## src/rtl/score_digit_sequencer_pkg.sv

```systemverilog
// rtl/score_digit_sequencer_pkg.sv - shared glyph geometry, BCD and FSM types for the score digit sequencer
package score_pkg;

    localparam int GLYPH_W      = 20;
    localparam int GLYPH_H      = 20;
    localparam int GLYPH_PIXELS = GLYPH_W * GLYPH_H;
    localparam int SCORE_W      = 14;

    typedef logic [3:0] bcd_nibble_t;

    typedef enum logic [1:0] {
        IDLE,
        CONVERT,
        COMMIT
    } bcd_state_t;

    // Double-dabble correction applied to a nibble before each shift.
    function automatic bcd_nibble_t dabble(input bcd_nibble_t n);
        return (n >= 4'd5) ? n + 4'd3 : n;
    endfunction

endpackage

```

## src/rtl/score_digit_sequencer_if.sv

```systemverilog
// rtl/score_digit_sequencer_if.sv - raster, glyph ROM and pixel signals between the sequencer and the VGA side
interface score_digit_sequencer_if;

    logic [9:0] i_x;
    logic [9:0] i_y;
    logic       i_video_on;
    logic [3:0] o_sel;
    logic [9:0] o_numberaddr;
    logic [7:0] i_numberdata;
    logic [7:0] o_pixel;
    logic       o_pixel_valid;

    modport slave (
        input  i_x, i_y, i_video_on, i_numberdata,
        output o_sel, o_numberaddr, o_pixel, o_pixel_valid
    );

    modport master (
        output i_x, i_y, i_video_on, i_numberdata,
        input  o_sel, o_numberaddr, o_pixel, o_pixel_valid
    );

endinterface

```

## src/rtl/score_digit_sequencer_bin2bcd_seq.sv

```systemverilog
// rtl/score_digit_sequencer_bin2bcd_seq.sv - sequential binary-to-BCD converter with one-deep pending load slot
module bin2bcd_seq
    import score_pkg::*;
#(
    parameter int DIGITS = 4
)(
    input  logic                i_clk2,
    input  logic                i_reset,
    input  logic [SCORE_W-1:0]  i_score,
    input  logic                i_score_load,
    output logic                o_busy,
    output logic [4*DIGITS-1:0] o_bcd
);

    localparam int BCD_W     = 4 * DIGITS;
    localparam int MAX_SCORE = (10 ** DIGITS) - 1;

    bcd_state_t         r_state, w_next;
    logic [SCORE_W-1:0] r_bin;
    logic [SCORE_W-1:0] r_pend_val;
    logic               r_pend;
    logic [BCD_W-1:0]   r_work;
    logic [BCD_W-1:0]   r_bcd;
    logic [BCD_W-1:0]   w_adj;
    logic [3:0]         r_cnt;

    function automatic logic [SCORE_W-1:0] saturate(input logic [SCORE_W-1:0] s);
        if (int'(s) > MAX_SCORE) return SCORE_W'(MAX_SCORE);
        return s;
    endfunction

    always_comb begin
        w_adj = '0;
        for (int k = 0; k < DIGITS; k++) w_adj[4*k +: 4] = dabble(r_work[4*k +: 4]);
    end

    always_ff @(posedge i_clk2) begin
        if (i_reset) r_state <= IDLE;
        else         r_state <= w_next;
    end

    always_comb begin
        w_next = r_state;
        case (r_state)
            IDLE:    if (i_score_load) w_next = CONVERT;
            CONVERT: if (r_cnt == 4'(SCORE_W - 1)) w_next = COMMIT;
            COMMIT:  w_next = (r_pend || i_score_load) ? CONVERT : IDLE;
            default: w_next = IDLE;
        endcase
    end

    always_ff @(posedge i_clk2) begin
        if (i_reset) begin
            r_bin      <= '0;
            r_pend_val <= '0;
            r_pend     <= 1'b0;
            r_work     <= '0;
            r_bcd      <= '0;
            r_cnt      <= '0;
        end else begin
            case (r_state)
                IDLE: if (i_score_load) begin
                    r_bin  <= saturate(i_score);
                    r_work <= '0;
                    r_cnt  <= '0;
                end
                CONVERT: begin
                    r_work <= {w_adj[BCD_W-2:0], r_bin[SCORE_W-1]};
                    r_bin  <= r_bin << 1;
                    r_cnt  <= r_cnt + 4'd1;
                    if (i_score_load) begin
                        r_pend     <= 1'b1;
                        r_pend_val <= i_score;
                    end
                end
                COMMIT: begin
                    r_bcd  <= r_work;
                    r_work <= '0;
                    r_cnt  <= '0;
                    r_pend <= 1'b0;
                    // A load landing in this very cycle is newer than the pending slot.
                    if (i_score_load) r_bin <= saturate(i_score);
                    else if (r_pend)  r_bin <= saturate(r_pend_val);
                end
                default: ;
            endcase
        end
    end

    assign o_busy = (r_state != IDLE);
    assign o_bcd  = r_bcd;

endmodule

```

## src/rtl/score_digit_sequencer.sv

```systemverilog
// rtl/score_digit_sequencer.sv - 3-stage score glyph render pipeline; LEADING_ZERO_BLANK_EN blanks leading zero digits
module score_digit_sequencer
    import score_pkg::*;
#(
    parameter int         ORIGIN_X    = 560,
    parameter int         ORIGIN_Y    = 16,
    parameter int         DIGITS      = 4,
    parameter logic [7:0] TRANSPARENT = 8'h00
)(
    input  logic               i_clk2,
    input  logic               i_reset,
    input  logic [SCORE_W-1:0] i_score,
    input  logic               i_score_load,
    output logic               o_busy,
    score_digit_sequencer_if.slave io_pix
);

    logic [4*DIGITS-1:0] w_bcd;
    logic [9:0]          w_dx, w_dy, w_lx, w_addr;
    logic [3:0]          w_digit, w_sel;
    logic                w_in_x, w_in_y, w_blank, w_hit;
    logic                r_hit1, r_hit2;

    bin2bcd_seq #(.DIGITS(DIGITS)) u_bcd (
        .i_clk2       (i_clk2),
        .i_reset      (i_reset),
        .i_score      (i_score),
        .i_score_load (i_score_load),
        .o_busy       (o_busy),
        .o_bcd        (w_bcd)
    );

    assign w_dx   = io_pix.i_x - 10'(ORIGIN_X);
    assign w_dy   = io_pix.i_y - 10'(ORIGIN_Y);
    assign w_in_x = (int'(io_pix.i_x) >= ORIGIN_X) && (int'(io_pix.i_x) < ORIGIN_X + GLYPH_W * DIGITS);
    assign w_in_y = (int'(io_pix.i_y) >= ORIGIN_Y) && (int'(io_pix.i_y) < ORIGIN_Y + GLYPH_H);

    // Digit index and in-glyph column via a compare chain; digit 0 is the most significant.
    always_comb begin
        w_digit = '0;
        w_lx    = w_dx;
        for (int k = 1; k < DIGITS; k++) begin
            if (w_dx >= 10'(GLYPH_W * k)) begin
                w_digit = 4'(k);
                w_lx    = w_dx - 10'(GLYPH_W * k);
            end
        end
    end

    always_comb begin
        w_sel = '0;
        for (int k = 0; k < DIGITS; k++)
            if (w_digit == 4'(k)) w_sel = w_bcd[4*(DIGITS-1-k) +: 4];
    end

    assign w_addr = (w_dy << 4) + (w_dy << 2) + w_lx;

`ifdef LEADING_ZERO_BLANK_EN
    logic w_lead_zero;
    always_comb begin
        w_lead_zero = 1'b1;
        w_blank     = 1'b0;
        for (int k = 0; k < DIGITS - 1; k++) begin
            w_lead_zero = w_lead_zero && (w_bcd[4*(DIGITS-1-k) +: 4] == 4'd0);
            if (w_digit == 4'(k) && w_lead_zero) w_blank = 1'b1;
        end
    end
`else
    assign w_blank = 1'b0;
`endif

    assign w_hit = io_pix.i_video_on && w_in_x && w_in_y && !w_blank;

    always_ff @(posedge i_clk2) begin
        if (i_reset) begin
            r_hit1               <= 1'b0;
            r_hit2               <= 1'b0;
            io_pix.o_sel         <= '0;
            io_pix.o_numberaddr  <= '0;
            io_pix.o_pixel       <= '0;
            io_pix.o_pixel_valid <= 1'b0;
        end else begin
            r_hit1 <= w_hit;
            if (w_hit) begin
                io_pix.o_sel        <= w_sel;
                io_pix.o_numberaddr <= w_addr;
            end
            r_hit2               <= r_hit1;
            io_pix.o_pixel_valid <= r_hit2 && (io_pix.i_numberdata != TRANSPARENT);
            io_pix.o_pixel       <= (r_hit2 && (io_pix.i_numberdata != TRANSPARENT)) ? io_pix.i_numberdata : 8'h00;
        end
    end

endmodule
```

## src/flat_wrapper.sv

```systemverilog
// flat-port wrapper written by rule: the top's interface ports become plain ports
module score_digit_sequencer_flat import score_pkg::*;
#(
    parameter int         ORIGIN_X    = 560,
    parameter int         ORIGIN_Y    = 16,
    parameter int         DIGITS      = 4,
    parameter logic [7:0] TRANSPARENT = 8'h00
)
  (i_clk2, i_reset, i_score, i_score_load, o_busy, io_pix_i_x, io_pix_i_y, io_pix_i_video_on, io_pix_i_numberdata, io_pix_o_sel, io_pix_o_numberaddr, io_pix_o_pixel, io_pix_o_pixel_valid);
  score_digit_sequencer_if io_pix_i ();
  input  logic i_clk2;
  input  logic i_reset;
  input  logic [SCORE_W-1:0] i_score;
  input  logic i_score_load;
  output logic o_busy;
  input wire logic [$bits(io_pix_i.i_x)-1:0] io_pix_i_x;
  input wire logic [$bits(io_pix_i.i_y)-1:0] io_pix_i_y;
  input wire logic [$bits(io_pix_i.i_video_on)-1:0] io_pix_i_video_on;
  input wire logic [$bits(io_pix_i.i_numberdata)-1:0] io_pix_i_numberdata;
  output wire logic [$bits(io_pix_i.o_sel)-1:0] io_pix_o_sel;
  output wire logic [$bits(io_pix_i.o_numberaddr)-1:0] io_pix_o_numberaddr;
  output wire logic [$bits(io_pix_i.o_pixel)-1:0] io_pix_o_pixel;
  output wire logic [$bits(io_pix_i.o_pixel_valid)-1:0] io_pix_o_pixel_valid;
  assign io_pix_i.i_x = io_pix_i_x;
  assign io_pix_i.i_y = io_pix_i_y;
  assign io_pix_i.i_video_on = io_pix_i_video_on;
  assign io_pix_i.i_numberdata = io_pix_i_numberdata;
  assign io_pix_o_sel = io_pix_i.o_sel;
  assign io_pix_o_numberaddr = io_pix_i.o_numberaddr;
  assign io_pix_o_pixel = io_pix_i.o_pixel;
  assign io_pix_o_pixel_valid = io_pix_i.o_pixel_valid;
  score_digit_sequencer #(.ORIGIN_X(ORIGIN_X), .ORIGIN_Y(ORIGIN_Y), .DIGITS(DIGITS), .TRANSPARENT(TRANSPARENT)) u_core (.i_clk2(i_clk2), .i_reset(i_reset), .i_score(i_score), .i_score_load(i_score_load), .o_busy(o_busy), .io_pix(io_pix_i));
endmodule
```

## config.mk

```make
export PLATFORM = sky130hd
export DESIGN_NAME = score_digit_sequencer_flat
export DESIGN_NICKNAME = d
export VERILOG_FILES = /design/src/rtl/score_digit_sequencer_pkg.sv /design/src/rtl/score_digit_sequencer_if.sv /design/src/rtl/score_digit_sequencer_bin2bcd_seq.sv /design/src/rtl/score_digit_sequencer.sv /design/src/flat_wrapper.sv
export SDC_FILE = /design/constraint.sdc
export NUM_CORES = 1
export LEC_CHECK = 0
export BUFFER_PORTS_ARGS = -buffer_cell sky130_fd_sc_hd__buf_2
export CELL_PAD_IN_SITES_DETAIL_PLACEMENT = 1
export CELL_PAD_IN_SITES_GLOBAL_PLACEMENT = 2
export CORE_MARGIN = 5
export CORE_UTILIZATION = 37
export CTS_CLUSTER_SIZE = 8
export DETAILED_ROUTE_END_ITERATION = 10
export PLACE_DENSITY_LB_ADDON = 0.15
export SLEW_MARGIN = 10
export SYNTH_ARGS = -nofsm -noshare
export SYNTH_HDL_FRONTEND = slang
export SYNTH_SLANG_ARGS = --single-unit
```

## constraint.sdc

```tcl
create_clock -name i_clk2 -period 7.7 [get_ports i_clk2]
set_input_delay 0.77 -clock i_clk2 [delete_from_list [all_inputs] [get_ports i_clk2]]
set_output_delay 0.77 -clock i_clk2 [all_outputs]
set_load 0.02 [all_outputs]
```

==> results list, run 1 <==
- The run finished with clean final reports.
* Vias in the first global route: ~5,100
- The total overflow left after global routing is 0.
* Antenna fix cells: 0
* Area of the core: 14,500 sq um
- Number of design-rule violations left by the first detailed-router iteration: 264
- Count of antenna-violating nets left after detailed routing: 0
- Counting flops with a built-in enable in the synthesized netlist gives 0.
- After detailed routing, the number of vias per cell comes to 5.31.
- The finished cells cover between 6000 and 7000 sq um.
- Number of buffers added by the clock tree synthesis step: 9
- Of the total synthesized cell area, the portion taken by AND, OR, NAND and NOR gates is 0.197.
* Number of antenna violations at the first check in global routing: 0
- Clock tree synthesis selected as its root buffer the cell sky130_fd_sc_hd__clkbuf_16.
- Clock Sink Count: just over 90
- For the final routed database, the setup TNS stands at 0 ns.
- CTS tree: built
* Compound-gate portion of the synthesized area: 0.210
- Counting the fill cells in the layout gives 1,808.
- Synth top area share: 0.340
* Maxcap violations: 0
- After detailed routing, the number of remaining DRC violations is 0.
- In the final routed layout, each cell accounts on average for roughly 17 um.
* Number of different library cells in the post-synthesis netlist: 51
- Final worst path period share: 0.664
- During synthesis, Yosys emitted a total of 0 warnings.
- Number of endpoints failing setup at the final stage: 0
* CTS clk-pin slew, worst paths: 0.06 ns
* Share of layout cells above drive strength 1: 0.127
* Detailed-route wire length: 15,300 um
- Final critical path time including I/O delays and setup: approximately 5.1 ns
* FP Rows: between 40 and 50
* Required time at the worst-slack endpoint: 7.91 ns
- Final core occ: 0.425
* Port Buffers: 69
- First-pass GRT wire length: roughly 25,000 um
- After technology mapping, the gate count stands at 689.
* Cell Pwr Density: 196 nW/um^2
- Of all flip-flops after synthesis, the portion carrying an async set or reset was 0.
* Die area: between 15,000 and 20,000 sq um
* Seq cells post-synth: 92
- Mux contribution to synthesized area: 0.0445
* Growth of design area from synthesis to finish: 13.6%
- Across the VDD grid, the largest voltage drop is 138 uV.
* Slew HR: 0.232
- The min-delay analysis places its worst path in the category register to register.
- Top post-synthesis cells by area: sky130_fd_sc_hd__dfxtp_1 34%, sky130_fd_sc_hd__ha_1 8.8%, sky130_fd_sc_hd__a21oi_1 7.9%
- Dividing the synthesized area by the synthesized cell count gives ~8 sq um.
* Adder and majority gate portion of the synthesized area: 0.110
- # H-tree levels: 3
- The final route contains about 4,900 vias.
- The floorplan step set the die width to about 130 um.
- The synthesized design spends more area on one cell type than any other, namely sky130_fd_sc_hd__dfxtp_1.
* Detailed-routing iteration count for the pre-antenna-repair pass: 4
- Summed over all nets, the half-perimeter wirelength after detailed placement is roughly 11,000 um.
* Busiest layer in global routing: met2
- The die is approximately 130 um tall.
* Total Power: ~1.2 mW
- Setup repair after global routing left no endpoint under its margin.
* Critical path startpoint category: input pin
- Sequential element share of the synthesized area: 0.340
- XOR/XNOR share of the synthesized area: 0.0404
- Worst path arrival time: between 5 and 6 ns
* CTS Hold Buffers Added: 0
* Global Route met1 Usage: 0.243
* Count of pins on the block boundary: 70
- For this design the static power due to leakage is 2.45 nW.
* Nets@finish: between 800 and 900
* Clock tree buffer depth: 2
- WS Path Type: input pin to register
- Entering global routing, the biggest net connects 86 pins.
* Clock tree skew after final layout: around 0.0097 ns
- The initial utilization of the core area, before any placement, comes to 0.374.
- Leading cell types by count after synthesis: 98 x sky130_fd_sc_hd__nand2_1, 92 x sky130_fd_sc_hd__dfxtp_1, 86 x sky130_fd_sc_hd__a21oi_1, 71 x sky130_fd_sc_hd__nor2_1, 39 x sky130_fd_sc_hd__inv_1
- Among all cell types in the netlist, the one instantiated most often is sky130_fd_sc_hd__nand2_1.
* GRT met3 Usage: 0.0252
- The final hold violation count was 0.
- Mapped cell area: ~5400 sq um
* # resized after CTS: 0
* Met2 layer usage reported by global route: 0.310
* Weighted congestion at the end of routability-driven global placement: about 0.85
- Commonest register cell after synthesis: sky130_fd_sc_hd__dfxtp_1
* Post-CTS setup repair buffer count: 0
- The number of nets in the synthesized netlist is roughly 780.
- Maximum achievable frequency: roughly 200 MHz
* Global routing usage summed across all routing layers: 0.183
* Worst-Margin Slew: 1.15 ns
- Clock insertion delay at the later pin of the skew report: about 0.34 ns
- After detailed placement, the total cell area comes to roughly 5900 sq um.
- Worst Path Max Fanout: 12
- Fin. max-slew vios: 0
- After synthesis, the largest family of logic cells by area is compound AO/OA/AOI/OAI gates.
* Worst Setup End Kind: register
layer usage:
metal | routed length [um] | vias to the layer above | part of all wire
li1 | - | 2471 | -
met5 | 0 | - | 0
met1 | 7390 | 2361 | 0.48
met3 | 531 | 13 | 0.035
met4 | 180 | 0 | 0.012
met2 | 7220 | 71 | 0.47
state kept, by name, summed over array words and instances (netlist names), 2 cells and up:
signal / cells
u_core.u_bcd.o_bcd: 16
u_core.u_bcd.r_work: 16
u_core.u_bcd.r_bin: 14
u_core.u_bcd.r_pend_val: 14
u_core.io_pix.o_numberaddr: 10
u_core.io_pix.o_pixel: 8
u_core.io_pix.o_sel: 4
u_core.u_bcd.r_cnt: 4
u_core.u_bcd.r_state: 2
cell type report:
cell class	count	area, sq um	area share
clock buffer	13	250	0.0406
tap	184	230	0.0374
inverter	39	146	0.0238
multi-input combinational	521	3270	0.531
clock inverter	3	46.3	0.00752
timing repair buffer	73	375	0.0610
sequential	92	1840	0.299
cells in the final DEF, fill, tap and decap left out, types with 10 or more instances in the layout:
cell,instances
sky130_fd_sc_hd__o211ai_1,10
sky130_fd_sc_hd__mux2i_1,23
sky130_fd_sc_hd__inv_1,39
sky130_fd_sc_hd__nand3_1,17
sky130_fd_sc_hd__o21ai_0,32
sky130_fd_sc_hd__nor2_1,71
sky130_fd_sc_hd__a21oi_1,86
sky130_fd_sc_hd__a22oi_1,11
sky130_fd_sc_hd__dfxtp_1,92
sky130_fd_sc_hd__nand2_1,98
sky130_fd_sc_hd__buf_2,69
sky130_fd_sc_hd__nor3_1,19
sky130_fd_sc_hd__ha_1,38
sky130_fd_sc_hd__xnor2_1,18
cells by family (layout without fill, tap and decap cells):
logic type | Yosys count | count (layout)
compound gates | 184 | 184
xor+xnor | 25 | 25
fa+ha+maj | 44 | 44
buf+inv | 76 | 128
flops | 92 | 92
mux | 24 | 24
simple gates | 244 | 244
critical path, stage by stage:
cell and delay (ns):
sky130_fd_sc_hd__buf_2 0.24, sky130_fd_sc_hd__ha_1 0.34, sky130_fd_sc_hd__nor3_1 0.11, sky130_fd_sc_hd__xnor2_1 0.38, sky130_fd_sc_hd__nand4_1 0.54, sky130_fd_sc_hd__a32oi_1 0.38
sky130_fd_sc_hd__o221ai_1 0.21, sky130_fd_sc_hd__fa_1 0.53, sky130_fd_sc_hd__inv_1 0.07, sky130_fd_sc_hd__fa_1 0.48, sky130_fd_sc_hd__a211oi_1 0.29, sky130_fd_sc_hd__o21bai_1 0.12
sky130_fd_sc_hd__a21oi_1 0.21, sky130_fd_sc_hd__xnor2_1 0.22, sky130_fd_sc_hd__nand3_1 0.13, sky130_fd_sc_hd__o221ai_1 0.22, sky130_fd_sc_hd__a211oi_1 0.07
metrics by stage:
step / hold WS (ns) / cells / setup WS (ns)
5_1_grt: 0.473 / 925 / 2.27
6_report: 0.456 / 925 / 2.59
3_3_place_gp: 0.429 / 909 / 2.47
3_5_place_dp: 0.449 / 909 / 2.28
2_1_floorplan: 0.414 / 689 / 3.24
4_1_cts: 0.458 / 925 / 2.64
power by group:
group          switching [mW]  internal [mW]
Combinational           0.161         0.0942
Sequential             0.0102          0.491
Clock                   0.189          0.262
Total                   0.360          0.847
path summary, 6_finish.rpt:
| kind | from | end | slack [ns] | cells after the start |
|---|---|---|---|---|
| worst max register to register | u_core.u_bcd.r_state[1] | u_core.u_bcd.r_pend | 4.72 | 6 |
| worst min-delay path | u_core.u_bcd.r_bin[7] | u_core.u_bcd.r_bin[7] | 0.46 | 2 |
| worst min register to register | u_core.u_bcd.r_bin[7] | u_core.u_bcd.r_bin[7] | 0.46 | 2 |
| worst max-delay path | io_pix_i_x[4] | u_core.io_pix.o_numberaddr[9] | 2.59 | 17 |
Power figures use the tool's default switching activity.
==> run 2, diff against run 1 <==
--- a/config.mk
+++ b/config.mk
@@ -9,7 +9,7 @@
 export CELL_PAD_IN_SITES_DETAIL_PLACEMENT = 1
 export CELL_PAD_IN_SITES_GLOBAL_PLACEMENT = 2
 export CORE_MARGIN = 5
-export CORE_UTILIZATION = 37
+export CORE_UTILIZATION = 31
 export CTS_CLUSTER_SIZE = 8
 export DETAILED_ROUTE_END_ITERATION = 10
 export PLACE_DENSITY_LB_ADDON = 0.15
==> constraint.sdc (replaced) <==
create_clock -name i_clk2 -period 4.1 [get_ports i_clk2]
set_input_delay 0.41 -clock i_clk2 [delete_from_list [all_inputs] [get_ports i_clk2]]
set_output_delay 0.41 -clock i_clk2 [all_outputs]
set_load 0.02 [all_outputs]
==> run 2 against run 1 <==
Net effect:
- critical path depth stayed put
- cell count grew 9.9%
- clock-buffer cell count stayed put
- critical path type unchanged
- largest cell class unchanged
- highest routed layer unchanged
==> results list, run 2 (synthesis results as in run 1) <==
- Maxcap violations: 0 (unchanged)
- The final RePlAce weighted congestion came to 0.884 (was 0.845).
- The data required time of the critical path is 4.31 ns (was 7.91 ns).
- The total leakage power is 2.73 nW (was 2.45 nW).
- The switching part of the total was 0.290 (was 0.298).
- Fin. max-slew vios: 0 (unchanged)
- Growth of design area from synthesis to finish: 22.8% (was 13.6%)
* Die area: 20,200 sq um (was 17,200 sq um)
- Clock insertion delay at the later pin of the skew report: 0.35 ns (was 0.34 ns)
- Beginning of the worst hold path: io_pix_i_numberdata[6] (was u_core.u_bcd.r_bin[7])
- Timing would allow up to about 260 MHz.
- Terminus of the critical flop-to-flop path: u_core.u_bcd.r_work[11] (was u_core.u_bcd.r_pend)
* Worst-Margin Slew: 1.06 ns (was 1.15 ns)
* Reported net switching power: 0.706 mW (was 0.360 mW)
* Antenna fix cells: 0 (unchanged)
* Clock tree buffer depth: 2 (unchanged)
* Final critical path time including I/O delays and setup: approximately 3.8 ns
* Leading cell type in the layout, fill and taps excluded: sky130_fd_sc_hd__nand2_1 (unchanged)
* Relative contribution of combinational cells to total power: 0.233 (was 0.211)
* FP Rows: 48 (was 44)
- The number of clock sinks came to 92 (unchanged).
- Class of the tightest hold or removal check: input pin to register (was register to register)
- The largest voltage drop on the vdd net came to 200 uV (was 138 uV).
- The starting utilization of the core area is 0.315 (was 0.374).
- The die width was 142 um (was 131 um).
- Fillers: 2,114 (was 1,808)
- The cell with the biggest individual delay on the critical path is sky130_fd_sc_hd__fa_1 (was sky130_fd_sc_hd__nand4_1).
* Cell-internal power: 1.73 mW (was 0.847 mW)
- Clk network pwr share: 0.381 (was 0.373)
- The CTS H-tree depth came to 3 (unchanged).
- The number of buffers created by CTS is 9 (unchanged).
* Chain of cells forming the critical path: buf_2 > buf_4 > a2111oi_4 > a21oi_2 > or2_4 > a32oi_1 > o221ai_1 > fa_1 > inv_1 > fa_1 > a211oi_2 > o21bai_1 > a21oi_2 > xnor2_2 > nand3_1 > o221ai_1 > a211oi_1 (was buf_2 > ha_1 > nor3_1 > xnor2_1 > nand4_1 > a32oi_1 > o221ai_1 > fa_1 > inv_1 > fa_1 > a211oi_1 > o21bai_1 > a21oi_1 > xnor2_1 > nand3_1 > o221ai_1 > a211oi_1)
- Nets@finish: 877 (was 826)
- Instance area after placement: 6280 sq um (was 5860 sq um)
* Hold_ws: 0.282 ns (was 0.456 ns)
* Vias in the first global route: 5,565 (was 5,106)
- Top library cells by usage in the layout, fill and taps aside: 98 x sky130_fd_sc_hd__nand2_1, 92 x sky130_fd_sc_hd__dfxtp_1, 84 x sky130_fd_sc_hd__a21oi_1, 69 x sky130_fd_sc_hd__nor2_1, 69 x sky130_fd_sc_hd__buf_2 (was 98 x sky130_fd_sc_hd__nand2_1, 92 x sky130_fd_sc_hd__dfxtp_1, 86 x sky130_fd_sc_hd__a21oi_1, 71 x sky130_fd_sc_hd__nor2_1, 69 x sky130_fd_sc_hd__buf_2).
- Setup slack, reg-to-reg: 1.54 ns (was 4.72 ns)
* Critical Path End: u_core.io_pix.o_numberaddr[9] (unchanged)
- The wire length of the first global-routing pass was 27,200 um (was 25,400 um).
- The routed wire length per instance was 16.1 um (was 16.6 um).
* Post-route DRC: 0 (unchanged)
* Critical path startpoint category: input pin (unchanged)
- The power density normalized to cell area came to 366 nW/um^2 (was 196 nW/um^2).
- Largest net degree at the start of global routing: 56 (was 86)
- Share of layout cells above drive strength 1: 0.196 (was 0.127)
- Library cell used as clock root buffer: sky130_fd_sc_hd__clkbuf_16 (unchanged)
- The initial antenna violation count came to 0 (unchanged).
* Fin. Hold Viols: 0 (unchanged)
- The setup TNS was 0 ns (unchanged).
- Run status: complete, no violations (unchanged).
* Slew HR: 0.289 (was 0.232)
- CTS tree: built (unchanged)
* Number of design-rule violations left by the first detailed-router iteration: 188 (was 264)
* Final worst path period share: 0.933
- The count of hold-fix buffers inserted at cts came to 0 (unchanged).
- The path type of the worst setup path is input pin to register (unchanged).
- The critical path arrival was 4.04 ns (was 5.32 ns).
- The type of element capturing the critical path is a register (unchanged).
- The sum of overflow across all layers after global routing came to 0 (unchanged).
- CTS clk-pin slew, worst paths: 0.06 ns (about the same)
* Port Buffers: 69 (unchanged)
- Count of antenna-violating nets left after detailed routing: 0 (unchanged)
- The core footprint is 17,200 sq um (was 14,500 sq um).
- The depth of the worst register-to-register path came to 8 (was 6).
- Reg-to-reg critical path startpoint: u_core.u_bcd.r_state[0] (was u_core.u_bcd.r_state[1])
- Detailed-route wire length: 16,400 um (was 15,300 um)
- The final design area excluding fillers was 6660 sq um (was 6160 sq um).
- Maximum single-stage delay on the critical path: 0.51 ns (was 0.54 ns)
- Count of pins on the block boundary: 70 (unchanged)
- The setup skew after layout is 0.00833 ns (was 0.00968 ns).
* Setup crit start: io_pix_i_x[4] (unchanged)
- The average via count per standard cell came to 5.05 (was 5.31).
* Global routing usage summed across all routing layers: 0.165 (was 0.183)
- Detailed placer's ending HPWL: 12,300 um (was 11,300 um)
* Setup repair after global routing missed its margin: false (unchanged)
- The share of power burned in registers came to 0.386 (was 0.415).
- Vias post-DR: 5,139 (was 4,916)
- Detailed-routing iteration count for the pre-antenna-repair pass: 4 (unchanged)
- The number of failing setup endpoints in the final timing report was 0 (unchanged).
- Chip Height: 142 um (was 131 um)
- The maximum fanout along the worst path is 6 (was 12).
run 2: cell count changes in the layout (fill, tap and decap cells not counted), moves of 2 or more:
cell and change:
sky130_fd_sc_hd__nor2_2 +2, sky130_fd_sc_hd__a21oi_2 +2, sky130_fd_sc_hd__buf_4 +51, sky130_fd_sc_hd__nor2_1 -2, sky130_fd_sc_hd__a21oi_1 -2
run 2: metal layers:
layer,GRT usage,routed length [um],part of all wire
met4,0.0692,394,0.024
met3,0.0279,512,0.031
met2,0.292,8200,0.50
met5,0,0,0
met1,0.197,7320,0.45
run 2: cell type report:
type	count	area, sq um	share of cell area
Multi-Input combinational cell	521	3300	0.496
Sequential cell	92	1840	0.277
Timing Repair Buffer	124	758	0.114
Tap cell	225	282	0.0423
Clock buffer	13	260	0.0391
Inverter	39	146	0.0220
Clock inverter	3	68.8	0.0103
run 2: through the flow:
stage                     total power, mW   util  instances  setup WS, ns
final                                2.44  0.386       1017         0.276
after global placement               1.50  0.364        999        -0.151
after CTS                            2.45  0.383       1015        0.0723
after floorplan                      1.31      -        689       0.00138
after detailed placement             1.51  0.364        999        -0.275
after global routing                 2.58  0.386       1017        0.0194
run 2: worst min-delay path by stage:
stage / depth (start not counted) / endpoint
floorplan: 1 / u_core.r_hit2
global placement: 2 / u_core.io_pix.o_numberaddr[0]
detailed placement: 2 / u_core.io_pix.o_numberaddr[4]
CTS: 2 / u_core.io_pix.o_pixel[6]
global route: 2 / u_core.io_pix.o_pixel[6]
finish: 2 / u_core.io_pix.o_pixel[6]
run 2: repair_timing:
| item | in CTS | in global routing |
|---|---|---|
| setup endpoints to repair | 0 | 2 |
| setup buffers | 0 | 2 |
| resized for setup | 0 | 12 |
run 2: power by group through the flow:
stage	Combinational [mW]	Sequential [mW]	Clock (mW)
after floorplan	0.351	0.956	0
after global placement	0.537	0.960	0
after detailed placement	0.548	0.962	0
after CTS	0.552	0.941	0.960
after global routing	0.641	0.945	0.995
final	0.569	0.941	0.927
run 2: worst max-delay path, delay by kind of cell:
kind / cells / cell delay (ns)
xor+xnor: 1 / 0.16
fa+ha+maj: 2 / 0.97
simple gates: 2 / 0.40
compound gates: 9 / 1.75
buf+inv: 3 / 0.34
==> run 3, diff against run 2 <==
--- a/config.mk
+++ b/config.mk
@@ -8,11 +8,12 @@
 export BUFFER_PORTS_ARGS = -buffer_cell sky130_fd_sc_hd__buf_2
 export CELL_PAD_IN_SITES_DETAIL_PLACEMENT = 1
 export CELL_PAD_IN_SITES_GLOBAL_PLACEMENT = 2
-export CORE_MARGIN = 5
+export CORE_MARGIN = 2
 export CORE_UTILIZATION = 31
 export CTS_CLUSTER_SIZE = 8
 export DETAILED_ROUTE_END_ITERATION = 10
 export PLACE_DENSITY_LB_ADDON = 0.15
+export SKIP_LAST_GASP = 1
 export SLEW_MARGIN = 10
 export SYNTH_ARGS = -nofsm -noshare
 export SYNTH_HDL_FRONTEND = slang
==> constraint.sdc (replaced) <==
create_clock -name i_clk2 -period 4.1 [get_ports i_clk2]
set_input_delay 0.41 -clock i_clk2 [delete_from_list [all_inputs] [get_ports i_clk2]]
set_output_delay 0.41 -clock i_clk2 [all_outputs]
set_load 0.05 [all_outputs]
==> run 3 against run 2 <==
Net effect:
- sequential share of layout area down 0.57 points
- die area down 8.3%
- utilization up 0.95 points
- total power up 0.90%
- worst hold slack better by 0.0079 ns
- cell count up 0.69%
- non-clock buffer count up 7
- combinational power up 6.5%
- clock power down 2%
- sequential cell count unchanged
- largest cell class unchanged
- highest routed layer unchanged
==> results list, run 3 (synthesis results as in run 1) <==
* Run status: complete, no violations (unchanged)
- The worst setup timing slack at the placement stage was -0.416 ns (was -0.275 ns).
* Share of layout cells above drive strength 1: 0.215 (was 0.196)
- The path type of the worst min-delay path was input pin to register (unchanged).
- The final setup slack of the worst path is 0.227 ns (was 0.276 ns).
- Chip Height: 136 um (was 142 um)
- Final worst path period share: 0.945 (was 0.933)
- Top library cells by usage in the layout, fill and taps aside: 98 x sky130_fd_sc_hd__nand2_1, 92 x sky130_fd_sc_hd__dfxtp_1, 81 x sky130_fd_sc_hd__a21oi_1, 70 x sky130_fd_sc_hd__nor2_1, 69 x sky130_fd_sc_hd__buf_2 (was 98 x sky130_fd_sc_hd__nand2_1, 92 x sky130_fd_sc_hd__dfxtp_1, 84 x sky130_fd_sc_hd__a21oi_1, 69 x sky130_fd_sc_hd__nor2_1, 69 x sky130_fd_sc_hd__buf_2).
- The total power of the final layout was 2.46 mW (was 2.44 mW).
* Via-to-Cell Ratio: 4.99 (was 5.05)
* Cell-internal power: 1.74 mW (was 1.73 mW)
* Global-route congestion overflow total: 0 (unchanged)
- The setup slack on the worst flop-to-flop path is 1.62 ns (was 1.54 ns).
* Nets@finish: 884 (was 877)
- The post-detailed-route DRC marker count came to 0 (unchanged).
* Weighted congestion at the end of routability-driven global placement: 0.833 (was 0.884)
* Starting density of the core: 0.316 (was 0.315)
* Clock insertion delay at the later pin of the skew report: 0.34 ns (was 0.35 ns)
* Detailed-routing iteration count for the pre-antenna-repair pass: 4 (unchanged)
- The maximum fanout along the worst path is 6 (unchanged).
- Die area: 18,600 sq um (was 20,200 sq um)
- Worst Setup End Kind: register (unchanged)
* Placed Instances: 1,004 (was 999)
- The routed wire length per instance is 16.1 um (about the same).
* Worst vdd ir: 193 uV (was 200 uV)
- The placed wire-length estimate was 12,400 um (was 12,300 um).
- The final hold violation count came to 0 (unchanged).
- Leading cell type in the layout, fill and taps excluded: sky130_fd_sc_hd__nand2_1 (unchanged)
* Worst path arrival time: 4.10 ns (was 4.04 ns)
* FP Rows: 48 (unchanged)
* Area of the core: 17,200 sq um (about the same)
- The final standard cell count with taps included and fillers excluded was 1,024 (was 1,017).
- The tightest slew margin relative to the limit is 0.305 (was 0.289).
- Maximum achievable frequency: 258 MHz (was 261 MHz)
- The setup skew after layout was 0.00651 ns (was 0.00833 ns).
- The wire length after detailed routing is 16,500 um (was 16,400 um).
* Library cell used as clock root buffer: sky130_fd_sc_hd__clkbuf_16 (unchanged)
- The switching part of the total is 0.294 (was 0.290).
* Final setup TNS: 0 ns (unchanged)
- The combinational share of power was 0.247 (was 0.233).
* Number of antenna violations at the first check in global routing: 0 (unchanged)
- The growth of design area from synthesis to finish was 25.4% (was 22.8%).
- The total routing usage reported by global routing was 0.183 (was 0.165).
- The number of antenna-violating nets in the routed design is 0 (unchanged).
* Cell Pwr Density: 362 nW/um^2 (was 366 nW/um^2)
- The number of failing setup endpoints in the final timing report was 0 (unchanged).
* Final critical path time including I/O delays and setup: 3.87 ns (was 3.82 ns)
- The total leakage power was 2.77 nW (was 2.73 nW).
- The final standard cell utilization of the core came to 0.396 (was 0.386).
- Largest net degree at the start of global routing: 60 (was 56)
- The clock tree buffer depth came to 2 (unchanged).
- CTS clk-pin slew, worst paths: 0.06 ns (about the same)
* Port Buffers: 69 (unchanged)
* Count of pins on the block boundary: 70 (unchanged)
* Clock Sink Count: 92 (unchanged)
- The switching component of the power came to 0.723 mW (was 0.706 mW).
* Number of design-rule violations left by the first detailed-router iteration: 155 (was 188)
- The data required time of the critical path came to 4.33 ns (was 4.31 ns).
- WS Path Type: input pin to register (unchanged)
- Vias in the first global route: 5,398 (was 5,565)
- Fin. max-slew vios: 0 (unchanged)
- The number of vias after detailed routing came to 5,106 (was 5,139).
- The number of diodes added for antenna fixing was 0 (unchanged).
* Number of buffers added by the clock tree synthesis step: 9 (unchanged)
- Maxcap violations: 0 (unchanged)
* Clk network pwr share: 0.370 (was 0.381)
- The type of origin of the critical path is an input pin (unchanged).
- The share of power burned in registers is 0.383 (was 0.386).
* # H-tree levels: 3 (unchanged)
- CTS tree: built (unchanged)
- First-pass GRT wire length: 27,000 um (was 27,200 um)
- Die boundary width: 136 um (was 142 um)
- Worst-Margin Slew: 1.04 ns (was 1.06 ns)
run 3: cell count changes in the layout (fill, tap and decap cells not counted), sizes merged:
| cell | delta |
|---|---|
| clkinv | -1 |
| buf | +7 |
| inv | +1 |
run 3: through the flow:
step / cell area (sq um) / hold slack (ns)
global route: 6800 / 0.283
detailed placement: 6330 / 0.426
floorplan: 5420 / 0.414
global placement: 6330 / 0.417
finish: 6800 / 0.290
CTS: 6660 / 0.281
run 3: what timing repair did:
action                     4_1_cts  5_1_grt
resized for setup                4       23
buffers inserted                 0        4
pin swaps                        0       11
hold buffers                     0        0
setup endpoints to repair        1        1
run 3: final timing paths:
kind                           startpoint                            end  cells after the start
hold reg to reg             u_core.r_hit1                  u_core.r_hit2                      1
hold / removal     io_pix_i_numberdata[1]       u_core.io_pix.o_pixel[1]                      2
setup / recovery            io_pix_i_x[4]  u_core.io_pix.o_numberaddr[9]                     18
setup reg to reg  u_core.u_bcd.r_state[0]        u_core.u_bcd.r_work[11]                      8
run 3: final cells by class:
cell class                      count  area [sq um]
Sequential cell                    92          1840
Clock buffer                       13           250
Clock inverter                      3          68.8
Inverter                           39           146
Multi-Input combinational cell    521          3380
Tap cell                          225           282
Fill cell                        2129         10400
Timing Repair Buffer              131           827
run 3: worst max-delay path: stages:
cell and delay [ns]:
sky130_fd_sc_hd__buf_2 0.13, sky130_fd_sc_hd__buf_4 0.16, sky130_fd_sc_hd__a2111oi_4 0.43, sky130_fd_sc_hd__a21oi_2 0.14, sky130_fd_sc_hd__or2_4 0.28, sky130_fd_sc_hd__buf_4 0.15, sky130_fd_sc_hd__a311oi_1 0.29, sky130_fd_sc_hd__o21ai_1 0.14
sky130_fd_sc_hd__fa_1 0.50, sky130_fd_sc_hd__inv_1 0.04, sky130_fd_sc_hd__ha_1 0.31, sky130_fd_sc_hd__a211oi_2 0.21, sky130_fd_sc_hd__o21bai_1 0.12, sky130_fd_sc_hd__a21oi_2 0.18, sky130_fd_sc_hd__xnor2_2 0.17, sky130_fd_sc_hd__nand3_1 0.13
sky130_fd_sc_hd__o221ai_2 0.22, sky130_fd_sc_hd__a211oi_1 0.06
run 3: routing by layer:
metal / share of wire / track usage
met3: 0.028 / 0.0276
met1: 0.46 / 0.229
met2: 0.50 / 0.328
met4: 0.012 / 0.0492
met5: 0 / 0
run 3: power groups by stage:
stage	clock network [mW]	logic [mW]	registers, mW
detailed placement	0	0.572	0.962
floorplan	0	0.355	0.957
CTS	0.942	0.578	0.941
finish	0.911	0.606	0.942
global placement	0	0.557	0.961
global route	0.975	0.678	0.945
